--- src/rtl/dds_tone_pkg.sv ---
`default_nettype none
// ----------------------------------------------------------------------------
// dds_tone_pkg : shared types and constants for the keyed DDS tone generator
// Revision     : 1.0
// ----------------------------------------------------------------------------
package dds_tone_pkg;

    typedef enum logic [1:0] {
        IDLE    = 2'd0,
        ATTACK  = 2'd1,
        SUSTAIN = 2'd2,
        RELEASE = 2'd3
    } env_state_t;

    localparam int unsigned FS_DEFAULT  = 46875;
    // freq_incr for 1 Hz at FS_DEFAULT with a 32-bit accumulator
    localparam int unsigned INCR_PER_HZ = 91626;

    function automatic int unsigned env_max(input int unsigned env_w);
        return (32'd1 << env_w) - 32'd1;
    endfunction

endpackage
`default_nettype wire

--- src/rtl/dds_sine_rom.sv ---
`default_nettype none
// ----------------------------------------------------------------------------
// dds_sine_rom : combinational signed sine table, contents built at elaboration
// Revision     : 1.0
// ----------------------------------------------------------------------------
module dds_sine_rom #(
    parameter int TABLE_AW = 8,
    parameter int DATA_W   = 16
) (
    input  logic [TABLE_AW-1:0]      index,
    output logic signed [DATA_W-1:0] sample
);

    localparam int     DEPTH       = 1 << TABLE_AW;
    localparam int     QUARTER     = DEPTH / 4;
    localparam longint HALF_PI_Q30 = 64'sd1686629713;

    // Integer Taylor series in Q30 keeps the table free of real arithmetic
    function automatic longint sine_q30(input longint k);
        longint x, t, acc;
        x   = (HALF_PI_Q30 * k) / longint'(QUARTER);
        t   = x;
        acc = x;
        for (int n = 1; n <= 8; n++) begin
            t   = (t * x) >>> 30;
            t   = (t * x) >>> 30;
            t   = -t / longint'((2 * n) * (2 * n + 1));
            acc = acc + t;
        end
        return acc;
    endfunction

    function automatic logic signed [DATA_W-1:0] sine_entry(input int i);
        int     quad;
        int     r;
        longint k, amp, mag;
        quad = i / QUARTER;
        r    = i % QUARTER;
        k    = ((quad % 2) == 1) ? longint'(QUARTER - r) : longint'(r);
        amp  = (longint'(1) << (DATA_W - 1)) - 1;
        mag  = (amp * sine_q30(k) + (longint'(1) << 29)) >>> 30;
        if (mag > amp) mag = amp;
        if (mag < 0)   mag = 0;
        return (quad >= 2) ? DATA_W'(-mag) : DATA_W'(mag);
    endfunction

    logic signed [DATA_W-1:0] w_table [DEPTH];

    generate
        for (genvar gi = 0; gi < DEPTH; gi++) begin : g_tab
            localparam logic signed [DATA_W-1:0] VAL = sine_entry(gi);
            assign w_table[gi] = VAL;
        end
    endgenerate

    assign sample = w_table[index];

endmodule
`default_nettype wire

--- src/rtl/dds_keyed_tone.sv ---
`default_nettype none
// ----------------------------------------------------------------------------
// dds_keyed_tone : DDS sine tone with click-free keyed attack/release envelope
// Option macro   : DDS_PHASE_RESET_EN (restart phase at zero on each keypress)
// Revision       : 1.0
// ----------------------------------------------------------------------------
module dds_keyed_tone
    import dds_tone_pkg::*;
#(
    parameter int PHASE_W   = 32,
    parameter int TABLE_AW  = 8,
    parameter int DATA_W    = 16,
    parameter int ENV_W     = 8,
    parameter int RAMP_STEP = 16
) (
    input  logic                      clk,
    input  logic                      AUD_DACLRCK,
    input  logic                      sample_tick,
    input  logic                      key,
    input  logic [PHASE_W-1:0]        freq_incr,
    input  logic [1:0]                ch_en,
    output logic signed [DATA_W-1:0]  audio_outL,
    output logic signed [DATA_W-1:0]  audio_outR,
    output logic                      busy,
    output logic [ENV_W-1:0]          env
);

    localparam int unsigned C_ENV_MAX = env_max(ENV_W);
    localparam int          PROD_W    = DATA_W + ENV_W + 1;

    env_state_t               r_state, w_state_nxt;
    logic [PHASE_W-1:0]       r_phase, w_phase_nxt;
    logic [ENV_W-1:0]         r_env, w_env_nxt;
    logic [31:0]              w_env_ext;
    logic                     w_up_sat, w_dn_zero;
    logic [ENV_W-1:0]         w_env_up, w_env_dn;
    logic signed [DATA_W-1:0] w_sine;
    logic signed [PROD_W-1:0] w_prod;
    logic signed [DATA_W-1:0] w_scaled;

    dds_sine_rom #(
        .TABLE_AW (TABLE_AW),
        .DATA_W   (DATA_W)
    ) u_rom (
        .index  (r_phase[PHASE_W-1 -: TABLE_AW]),
        .sample (w_sine)
    );

    assign w_env_ext = 32'(r_env);
    assign w_up_sat  = (w_env_ext + 32'(RAMP_STEP)) >= C_ENV_MAX;
    assign w_dn_zero = w_env_ext <= 32'(RAMP_STEP);
    assign w_env_up  = ENV_W'(w_env_ext + 32'(RAMP_STEP));
    assign w_env_dn  = ENV_W'(w_env_ext - 32'(RAMP_STEP));

    // Envelope is zero-extended so full scale stays positive
    assign w_prod   = w_sine * $signed({1'b0, r_env});
    assign w_scaled = DATA_W'(w_prod >>> ENV_W);

    always_comb begin
        w_state_nxt = r_state;
        w_env_nxt   = r_env;
        w_phase_nxt = r_phase + freq_incr;
        case (r_state)
            IDLE: begin
                w_env_nxt = '0;
                if (key) begin
                    w_state_nxt = ATTACK;
`ifdef DDS_PHASE_RESET_EN
                    w_phase_nxt = '0;
`else
                    w_phase_nxt = r_phase + freq_incr;
`endif
                end
            end
            ATTACK: begin
                if (!key) begin
                    w_state_nxt = RELEASE;
                end else if (w_up_sat) begin
                    w_env_nxt   = '1;
                    w_state_nxt = SUSTAIN;
                end else begin
                    w_env_nxt   = w_env_up;
                end
            end
            SUSTAIN: begin
                w_env_nxt = '1;
                if (!key) begin
                    w_env_nxt   = w_dn_zero ? '0 : w_env_dn;
                    w_state_nxt = w_dn_zero ? IDLE : RELEASE;
                end
            end
            RELEASE: begin
                // Retrigger ramps up from wherever the release had reached
                if (key) begin
                    w_env_nxt   = w_up_sat ? '1 : w_env_up;
                    w_state_nxt = w_up_sat ? SUSTAIN : ATTACK;
                end else begin
                    w_env_nxt   = w_dn_zero ? '0 : w_env_dn;
                    w_state_nxt = w_dn_zero ? IDLE : RELEASE;
                end
            end
            default: begin
                w_state_nxt = IDLE;
                w_env_nxt   = '0;
            end
        endcase
    end

    always_ff @(posedge clk or negedge AUD_DACLRCK) begin
        if (!AUD_DACLRCK) begin
            r_state    <= IDLE;
            r_phase    <= '0;
            r_env      <= '0;
            audio_outL <= '0;
            audio_outR <= '0;
        end else if (sample_tick) begin
            r_state    <= w_state_nxt;
            r_phase    <= w_phase_nxt;
            r_env      <= w_env_nxt;
            audio_outL <= ch_en[0] ? w_scaled : '0;
            audio_outR <= ch_en[1] ? w_scaled : '0;
        end
    end

    assign busy = (r_state != IDLE);
    assign env  = r_env;

endmodule
`default_nettype wire

--- config.mk ---
export PLATFORM = sky130hd
export DESIGN_NAME = dds_keyed_tone
export DESIGN_NICKNAME = d
export VERILOG_FILES = /design/src/rtl/dds_tone_pkg.sv /design/src/rtl/dds_sine_rom.sv /design/src/rtl/dds_keyed_tone.sv
export SDC_FILE = /design/constraint.sdc
export NUM_CORES = 1
export LEC_CHECK = 0
export BUFFER_PORTS_ARGS = -buffer_cell sky130_fd_sc_hd__buf_2
export CORE_MARGIN = 3
export CORE_UTILIZATION = 50
export DETAILED_ROUTE_END_ITERATION = 10
export PLACE_DENSITY = 0.78
export SLEW_MARGIN = 20
export SYNTH_ARGS = -nofsm -noshare
export SYNTH_HDL_FRONTEND = slang
export SYNTH_SLANG_ARGS = --single-unit
export TNS_END_PERCENT = 30
--- constraint.sdc ---
create_clock -name clk -period 7.39 [get_ports clk]
set_clock_uncertainty 0.15 [all_clocks]
set_input_delay 1.1085 -clock clk [delete_from_list [all_inputs] [get_ports clk]]
set_output_delay 1.1085 -clock clk [all_outputs]
set_load 0.02 [all_outputs]
==> flow_metrics.env, run 1 <==
export IMPL_outcome="complete, no violations"
export IMPL_syn_area_sq_um=13100
export IMPL_finalCriticalPeriod_ns=7.11
export IMPL_crit_fanout=8
export IMPL_syn_mean_instance_area_sq_um=7.75
export IMPL_initial_utilization_pct=51.4
export IMPL_place_hpwl_microns=41800
export IMPL_grt_remaining_overflow=0
export IMPL_ant_nets=0
export IMPL_ys_warn_count=0
export IMPL_clk_insertion_delay_late_ns=0.33
export IMPL_dp_slack_ns=-0.0446
export IMPL_end_kind="flip-flop"
export IMPL_wl_per_cell_microns=25.3
export IMPL_ys_seq_area_share_pct=14.2
export IMPL_finalSetupViolCount=0
export IMPL_drt_initial_drc_count=1840
export IMPL_synthTopCellsByArea="fa_1 (15%), dfrtp_1 (14%), ha_1 (8.8%)"
export IMPL_drc=0
export IMPL_clock_sinks=74
export IMPL_layout_drive_gt1_share_pct=18.3
export IMPL_cts_tree="yes"
export IMPL_ff2ff_setup_slack_ns=0.28
export IMPL_routed_wl_microns=54300
export IMPL_hold_class="flip-flop to flip-flop"
export IMPL_rsz0062_at_grt="false"
export IMPL_fp_dieArea_sq_um=28100
export IMPL_finalMaxSlewViolations=0
export IMPL_ys_ff_latch=74
export IMPL_synth_top_area_cell="fa_1"
export IMPL_gp_congestion=1.07
export IMPL_r2r_start="r_phase[24]$_DFFE_PN0P_"
export IMPL_reg2regPathDepth=31
export IMPL_postLayoutCellArea_sq_um=15200
export IMPL_synth_top_area_share_pct=15.3
export IMPL_synthArstFlopShare_pct=100
export IMPL_clk_pin_slew_worst_paths_ns=0.07
export IMPL_synth_edf_count=0
export IMPL_io_pins=79
export IMPL_via_per_inst=6.54
export IMPL_synth_flop_cell="dfrtp_1"
export IMPL_tightest_slew_ns=1.03
export IMPL_rr_endpoint="audio_outL[15]$_DFFE_PN0P_"
export IMPL_max_slew_margin_pct=30.6
export IMPL_hold_path_endpoint="audio_outR[10]$_DFFE_PN0P_"
export IMPL_worstPathRequired_ns=7.44
export IMPL_vias=14052
export IMPL_firstDrtPassIters=6
export IMPL_antenna_found_initial=1
export IMPL_track_usage_pct=37.9
export IMPL_die_h_microns=168
export IMPL_areaGrowthSynthToFinish_pct=16.1
export IMPL_min_from="audio_outR[10]$_DFFE_PN0P_"
export IMPL_clockRootBuffer="clkbuf_16"
export IMPL_fp_coreArea_sq_um=25400
export IMPL_fill_cells=2328
export IMPL_holdPathStages=1
export IMPL_whs_ns=0.337
export IMPL_yosysUniqueCellTypes=86
export IMPL_grt_max_degree=82
export IMPL_portBuffers=78
export IMPL_startpoint_type="flip-flop"
export IMPL_critPathMaxStageDelay_ns=0.53
export IMPL_cts_path_max_buffers=2
export IMPL_grt_first_pass_wirelength_microns=83200
export IMPL_dieWidth_microns=168
export IMPL_maxCapViolCount=0
export IMPL_arrival_ns=7.16
export IMPL_cts_htree_levels=3
export IMPL_row_count=58
export IMPL_fmax_ghz=0.141
export IMPL_syn_nets=1916
export IMPL_postSynthCellCount=1686
export IMPL_setup_ws_ns=0.279
export IMPL_grt_pass1_vias=14101
export IMPL_nNetsFinal=2043
export IMPL_detailed_place_area_sq_um=14600
export IMPL_critPathKind="flip-flop to flip-flop"
export IMPL_finalHoldViolCount=0
export IMPL_fin_crit_sh_pct=96.2
export IMPL_crit_path_top_delay_cell="fa_1"
export IMPL_cts_buffers_inserted=9
critical path, delay by kind of cell, from the launching register on:
kind | cells | cell delay, ns
adder cells (fa/ha/maj) | 6 | 2.54
buffers and inverters | 7 | 1.08
XOR/XNOR | 1 | 0.19
AO/OA/AOI/OAI | 15 | 2.25
flip-flops | 1 | 0.40
AND/OR/NAND/NOR | 2 | 0.36
cell type report:
type | instances | area [sq um] | share of cell area, %
antenna | 1 | 2.50 | 0.0165
tap | 330 | 413 | 2.72
multi-input combinational | 1328 | 10200 | 67.4
clock inverter | 6 | 113 | 0.743
sequential | 74 | 1860 | 12.3
timing repair buffer | 238 | 1710 | 11.3
inverter | 162 | 608 | 4.01
clock buffer | 10 | 229 | 1.51
layout by cell type, fill, tap and decap left out, types with 7 or more instances in the layout:
| cell | instances |
|---|---|
| mux4_2 | 8 |
| buf_12 | 9 |
| a211oi_1 | 24 |
| buf_2 | 77 |
| inv_1 | 157 |
| a21oi_2 | 7 |
| nor2b_1 | 23 |
| o2bb2ai_1 | 30 |
| nor3_1 | 31 |
| o21ai_0 | 103 |
| xnor2_1 | 28 |
| and2_1 | 70 |
| nand2_1 | 187 |
| ha_1 | 85 |
| dfrtp_1 | 70 |
| a21o_1 | 29 |
| o211ai_1 | 27 |
| nand2b_1 | 22 |
| o21a_1 | 8 |
| o31ai_1 | 15 |
| nand4_1 | 9 |
| a21oi_1 | 121 |
| fa_1 | 100 |
| xor2_1 | 17 |
| mux2_2 | 19 |
| clkbuf_16 | 9 |
| a31oi_1 | 37 |
| o21ai_1 | 9 |
| a311oi_1 | 14 |
| nor2_1 | 102 |
| buf_4 | 151 |
| nand3_1 | 48 |
routing by layer:
layer	track usage (%)	routed length, microns
met4	16.4	2560
met2	56.3	23100
met3	11.3	6970
met1	51.5	21700
met5	0	0
worst max path at each step:
stage                                  from                          to  slack (ns)  cells after the start
floorplan           r_phase[26]$_DFFE_PN0P_  audio_outR[14]$_DFFE_PN0P_        0.27                     28
global placement    r_phase[25]$_DFFE_PN0P_  audio_outL[14]$_DFFE_PN0P_        0.02                     30
detailed placement  r_phase[25]$_DFFE_PN0P_  audio_outL[14]$_DFFE_PN0P_       -0.04                     32
CTS                 r_phase[25]$_DFFE_PN0P_  audio_outR[14]$_DFFE_PN0P_        0.03                     27
global route        r_phase[27]$_DFFE_PN0P_  audio_outR[11]$_DFFE_PN0P_        0.01                     28
finish              r_phase[24]$_DFFE_PN0P_  audio_outL[15]$_DFFE_PN0P_        0.28                     31
stage by stage:
stage	std cells	TNS (ns)	utilization, %
4_1_cts	2147	0	59.0
6_report	2149	0	59.7
5_1_grt	2148	0	59.7
2_1_floorplan	1686	0	-
3_3_place_gp	2131	0	57.6
3_5_place_dp	2131	-0.129	57.6
cell usage after synthesis (27+ instances only):
| library cell | n |
|---|---|
| nand2_1 | 188 |
| inv_1 | 158 |
| a21oi_1 | 128 |
| o21ai_0 | 108 |
| nor2_1 | 104 |
| fa_1 | 100 |
| ha_1 | 92 |
| clkbuf_1 | 77 |
| dfrtp_1 | 74 |
| and2_1 | 69 |
| nand3_1 | 48 |
| a31oi_1 | 37 |
| nor3_1 | 34 |
| o2bb2ai_1 | 30 |
| a21o_1 | 29 |
| xnor2_1 | 28 |
| o211ai_1 | 27 |
kinds of logic after synthesis:
logic type,Yosys count,share of synthesized area [%]
XOR/XNOR,45,3.02
multiplexers,33,3.48
adder cells (fa/ha/maj),193,24.2
AND/OR/NAND/NOR,531,19.2
AO/OA/AOI/OAI,526,27.0
flip-flops,74,14.2
buffers and inverters,284,8.82
flip-flops by register name, indices dropped and copies added (netlist names):
signal	flops
r_phase	32
audio_outL	16
audio_outR	16
env	8
r_state	2
what timing repair did:
item                       4_1_cts  5_1_grt
setup endpoints to repair        7       26
buffers inserted                 0        1
gates cloned                     0        0
pin swaps                        0       11
hold buffers                     0        0
resized for setup                2       42
hold endpoints to repair         0        0
Power of run 1 is left out: the tool's default activity adds up to more than one toggle a clock period on the data nets, which glitch-free logic cannot reach.
==> inputs of run 2 (changes only) <==
- CORE_MARGIN: 3 -> 2
- CORE_UTILIZATION: 50 -> 40
- PLACE_DENSITY: 0.78 -> 0.66
- SLEW_MARGIN: 20 -> not set
==> run 2 against run 1 <==
Cell area up 2.5%; first-iteration DRC count down 13%; die area up 21%; routed wire length down 2.0%; setup slack worse by 0.028 ns; hold slack about the same.
==> flow_metrics.env, run 2 (synthesis results as in run 1) <==
export IMPL_grt_max_degree=98
export IMPL_layout_drive_gt1_share_pct=20.9
export IMPL_hold_class="flip-flop to flip-flop"
export IMPL_cts_htree_levels=3
export IMPL_row_count=66
export IMPL_gp_congestion=1.03
export IMPL_fp_coreArea_sq_um=32400
export IMPL_worstPathRequired_ns=7.45
export IMPL_cp_endpoint="audio_outR[15]$_DFFE_PN0P_"
export IMPL_die_h_microns=185
export IMPL_crit_family="adder cells"
export IMPL_finalSetupTns_ns=0
export IMPL_outcome="complete, no violations"
export IMPL_cts_tree="yes"
export IMPL_reg2regPathDepth=28
export IMPL_finalCriticalPeriod_ns=7.14
export IMPL_clk_pin_slew_worst_paths_ns=0.06
export IMPL_diodes=0
export IMPL_finalMaxSlewViolations=0
export IMPL_cp_num_cells=28
export IMPL_antenna_found_initial=1
export IMPL_final_util_pct=48.0
export IMPL_initial_utilization_pct=40.3
export IMPL_firstDrtPassIters=6
export IMPL_most_common_layout_cells="nand2_1 (187), buf_4 (163), inv_1 (156)"
export IMPL_grt_pass1_vias=13934
export IMPL_ff2ff_setup_slack_ns=0.25
export IMPL_via_per_inst=6.13
export IMPL_clock_sinks=74
export IMPL_wl_per_cell_microns=23.4
export IMPL_largest_register_ffs=32
export IMPL_finalHoldViolCount=0
export IMPL_clk_insertion_delay_late_ns=0.35
export IMPL_critPathKind="flip-flop to flip-flop"
export IMPL_vias=13941
export IMPL_final_common_cell="nand2_1"
export IMPL_drt_initial_drc_count=1602
export IMPL_fp_dieArea_sq_um=34100
export IMPL_drc=0
export IMPL_startpoint="r_phase[26]$_DFFE_PN0P_"
export IMPL_end_kind="flip-flop"
export IMPL_finalSetupViolCount=0
export IMPL_critPathMaxStageDelay_ns=0.59
export IMPL_io_pins=79
export IMPL_fin_crit_sh_pct=96.6
export IMPL_cts_buffers_inserted=9
export IMPL_tightest_slew_ns=1.06
export IMPL_maxCapViolCount=0
export IMPL_nNetsFinal=2057
export IMPL_cpMostUsedCell="fa_1"
export IMPL_crit_fanout=40
export IMPL_portBuffers=78
export IMPL_cts_path_max_buffers=2
export IMPL_startpoint_type="flip-flop"
export IMPL_grt_remaining_overflow=0
export IMPL_crit_path_top_delay_cell="fa_1"
export IMPL_rr_endpoint="audio_outR[15]$_DFFE_PN0P_"
export IMPL_grt_first_pass_wirelength_microns=81600
export IMPL_arrival_ns=7.20
export IMPL_clockRootBuffer="clkbuf_16"
export IMPL_r2r_start="r_phase[26]$_DFFE_PN0P_"
export IMPL_critical_path_buf_inv_count=7
export IMPL_place_hpwl_microns=40400
export IMPL_routed_wl_microns=53200
export IMPL_top_regs="r_phase x32, audio_outL x16, audio_outR x16"
export IMPL_max_slew_margin_pct=29.2
export IMPL_dieWidth_microns=185
export IMPL_ant_nets=0
export IMPL_fmax_ghz=0.140
export IMPL_hold_buffers=0
export IMPL_areaGrowthSynthToFinish_pct=19.0
export IMPL_regMostFlops="r_phase"
export IMPL_track_usage_pct=31.3
==> run 2: layout make-up <==
class / instances / area (sq um)
Clock buffer: 10 / 239
Timing Repair Buffer: 252 / 1840
Inverter: 162 / 612
Multi-Input combinational cell: 1328 / 10400
Sequential cell: 74 / 1860
Tap cell: 442 / 553
Fill cell: 3236 / 16800
Clock inverter: 6 / 72.6
==> run 2: per-layer routing <==
metal | GRT usage, % | vias up | part of all wire [%]
met5 | 0 | - | 0.013
met4 | 15.4 | 2 | 5.2
met3 | 6.56 | 174 | 10
met2 | 46.8 | 843 | 43
met1 | 42.7 | 6695 | 42
li1 | - | 6227 | -
==> run 2: through the flow <==
| step | instance area [sq um] | instances | setup slack (ns) | hold WS (ns) |
|---|---|---|---|---|
| finish | 15500 | 2274 | 0.251 | 0.337 |
| global route | 15500 | 2274 | -0.0791 | 0.351 |
| CTS | 15100 | 2266 | 0.0223 | 0.339 |
| detailed placement | 14800 | 2250 | -0.0365 | 0.318 |
| global placement | 14800 | 2250 | 0.0104 | 0.317 |
| floorplan | 13100 | 1686 | 0.266 | 0.306 |
==> run 2: worst min-delay path by stage <==
stage                                            to  cells past startpoint  slack (ns)                 startpoint
after floorplan              r_phase[6]$_DFFE_PN0P_                      2        0.31     r_phase[6]$_DFFE_PN0P_
after global placement    audio_outR[1]$_DFFE_PN0P_                      1        0.32  audio_outR[1]$_DFFE_PN0P_
after detailed placement  audio_outL[6]$_DFFE_PN0P_                      1        0.32  audio_outL[6]$_DFFE_PN0P_
after CTS                 audio_outR[6]$_DFFE_PN0P_                      1        0.34  audio_outR[6]$_DFFE_PN0P_
after global routing      audio_outR[4]$_DFFE_PN0P_                      1        0.35  audio_outR[4]$_DFFE_PN0P_
final                     audio_outL[6]$_DFFE_PN0P_                      1        0.34  audio_outL[6]$_DFFE_PN0P_
==> run 2: what timing repair did <==
| action | 4_1_cts | 5_1_grt |
|---|---|---|
| gates resized for setup | 1 | 87 |
| cloned | 0 | 2 |
| buffers inserted | 0 | 6 |
| setup endpoints to repair | 13 | 30 |
| pin swaps | 0 | 7 |
Power of run 2 is left out for the same reason.
==> inputs of run 3 (changes only) <==
--- a/config.mk
+++ b/config.mk
@@ -8,3 +8,3 @@
 export BUFFER_PORTS_ARGS = -buffer_cell sky130_fd_sc_hd__buf_2
-export CORE_MARGIN = 2
+export CORE_MARGIN = 8
 export CORE_UTILIZATION = 40
==> constraint.sdc (replaced) <==
create_clock -name clk -period 7.39 [get_ports clk]
set_clock_uncertainty 0.15 [all_clocks]
set_input_delay 0.3695 -clock clk [delete_from_list [all_inputs] [get_ports clk]]
set_output_delay 0.3695 -clock clk [all_outputs]
set_load 0.02 [all_outputs]
==> run 3 against run 2 <==
Routed wire length is 2.9% higher; count of clock-buffer cells in the layout stayed put; hold slack worse by 0.19 ns; final cell count down 1.6%; setup slack gained 0.055 ns; via count rose by 0.47%; sequential share of layout area up 0.38 points; non-clock buffer count decreased by 36; register-to-register slack improved by 0.06 ns; first-iteration DRC count is 27% higher.
==> flow_metrics.env, run 3 (synthesis results as in run 1) <==
export IMPL_row_count=66
export IMPL_initial_utilization_pct=40.3
export IMPL_drt_initial_drc_count=2037
export IMPL_antenna_found_initial=0
export IMPL_firstDrtPassIters=6
export IMPL_via_per_inst=6.26
export IMPL_cpMostUsedCell="inv_1"
export IMPL_wl_per_cell_microns=24.5
export IMPL_place_hpwl_microns=41400
export IMPL_io_pins=79
export IMPL_startpoint_type="flip-flop"
export IMPL_max_slew_margin_pct=27.5
export IMPL_grt_first_pass_wirelength_microns=84900
export IMPL_crit_path_top_delay_cell="fa_1"
export IMPL_routed_wl_microns=54800
export IMPL_crit_fanout=29
export IMPL_grt_pass1_vias=13972
export IMPL_finalSetupViolCount=0
export IMPL_fp_dieArea_sq_um=38700
export IMPL_fmax_ghz=0.141
export IMPL_cts_tree="yes"
export IMPL_ff2ff_setup_slack_ns=0.31
export IMPL_finalMaxSlewViolations=0
export IMPL_arrival_ns=7.14
export IMPL_clockRootBuffer="clkbuf_16"
export IMPL_most_common_layout_cells="nand2_1 (187), inv_1 (157), buf_4 (131)"
export IMPL_maxCapViolCount=0
export IMPL_ant_nets=0
export IMPL_diodes=0
export IMPL_hold_class="input pin to flip-flop"
export IMPL_clk_pin_slew_worst_paths_ns=0.06
export IMPL_detailed_place_area_sq_um=14500
export IMPL_top_regs="r_phase x32, audio_outL x16, audio_outR x16"
export IMPL_postLayoutCellArea_sq_um=15000
export IMPL_grt_remaining_overflow=0
export IMPL_regMostFlops="r_phase"
export IMPL_critPathMaxStageDelay_ns=0.54
export IMPL_clock_sinks=74
export IMPL_min_from="ch_en[1]"
export IMPL_hold_path_endpoint="audio_outR[5]$_DFFE_PN0P_"
export IMPL_reg2regPathDepth=29
export IMPL_die_h_microns=197
export IMPL_fill_cells=3300
export IMPL_nNetsFinal=2021
export IMPL_seq_area_sq_um=1860
export IMPL_grt_max_degree=103
export IMPL_dieWidth_microns=197
export IMPL_layout_drive_gt1_share_pct=18.2
export IMPL_rr_endpoint="audio_outR[15]$_DFFE_PN0P_"
export IMPL_holdPathStages=2
export IMPL_fp_coreArea_sq_um=32400
export IMPL_vias=14007
export IMPL_multiInputGateArea_sq_um=10200
export IMPL_tightest_slew_ns=1.08
export IMPL_cts_path_max_buffers=2
export IMPL_r2r_start="r_phase[26]$_DFFE_PN0P_"
export IMPL_fin_crit_sh_pct=95.9
export IMPL_outcome="complete, no violations"
export IMPL_end_kind="flip-flop"
export IMPL_cts_htree_levels=3
export IMPL_final_common_cell="nand2_1"
export IMPL_track_usage_pct=28.1
export IMPL_finalHoldViolCount=0
export IMPL_portBuffers=78
export IMPL_gp_congestion=1.06
export IMPL_worstPathRequired_ns=7.45
export IMPL_drc=0
export IMPL_largest_register_ffs=32
export IMPL_areaGrowthSynthToFinish_pct=15.1
export IMPL_cts_buffers_inserted=9
export IMPL_finalCriticalPeriod_ns=7.08
export IMPL_clk_insertion_delay_late_ns=0.34
export IMPL_critPathKind="flip-flop to flip-flop"
[run 3: how the worst max path moves through the flow]
stage	start	to	slack, ns	cells after the start
detailed placement	r_phase[25]$_DFFE_PN0P_	audio_outL[14]$_DFFE_PN0P_	-0.06	33
CTS	r_phase[25]$_DFFE_PN0P_	audio_outR[14]$_DFFE_PN0P_	0.02	33
global placement	r_phase[25]$_DFFE_PN0P_	audio_outL[14]$_DFFE_PN0P_	-0.005	33
finish	r_phase[26]$_DFFE_PN0P_	audio_outR[15]$_DFFE_PN0P_	0.31	29
global route	r_phase[24]$_DFFE_PN0P_	audio_outR[14]$_DFFE_PN0P_	-0.03	34
floorplan	r_phase[26]$_DFFE_PN0P_	audio_outR[14]$_DFFE_PN0P_	0.27	28
[run 3: layer usage]
layer | track usage [%] | vias up | routed length [microns]
li1 | - | 6143 | -
met1 | 37.8 | 6776 | 22700
met2 | 42.2 | 882 | 23400
met3 | 6.67 | 206 | 5750
met4 | 13.1 | 0 | 3020
met5 | 0 | - | 0
[run 3: layout make-up]
class,count,share of cell area [%]
Inverter,162,4.07
Timing Repair Buffer,216,9.99
Tap cell,442,3.68
Sequential cell,74,12.4
Clock inverter,5,0.374
Clock buffer,10,1.52
Multi-Input combinational cell,1328,68.0
[run 3: per-stage QoR]
| stage | utilization, % | setup WS, ns | TNS, ns | hold slack (ns) | cells |
|---|---|---|---|---|---|
| 2_1_floorplan | - | 0.266 | 0 | -0.0761 | 1686 |
| 3_3_place_gp | 44.9 | -0.00493 | -0.00925 | 0.175 | 2217 |
| 3_5_place_dp | 44.9 | -0.0643 | -0.269 | 0.179 | 2217 |
| 4_1_cts | 45.8 | 0.0210 | 0 | 0.138 | 2233 |
| 5_1_grt | 46.4 | -0.0297 | -0.0837 | 0.162 | 2237 |
| 6_report | 46.4 | 0.306 | 0 | 0.145 | 2237 |
[run 3: worst max-delay path: cells and delay by family, from the launching register on]
family / cells / cell delay (ns)
compound gates: 13 / 2.12
xor+xnor: 1 / 0.16
fa+ha+maj: 5 / 2.37
buf+inv: 7 / 1.02
flops: 1 / 0.51
simple gates: 3 / 0.57
[run 3: repair_timing]
item                                   CTS  global route
resized for setup                        1            54
setup endpoints to repair                8            24
setup buffers                            0             4
endpoints found under the hold margin   31             0
pin swaps                                0            12
hold buffers                             1             0
gates cloned                             0             0
Power of run 3 is left out for the same reason.
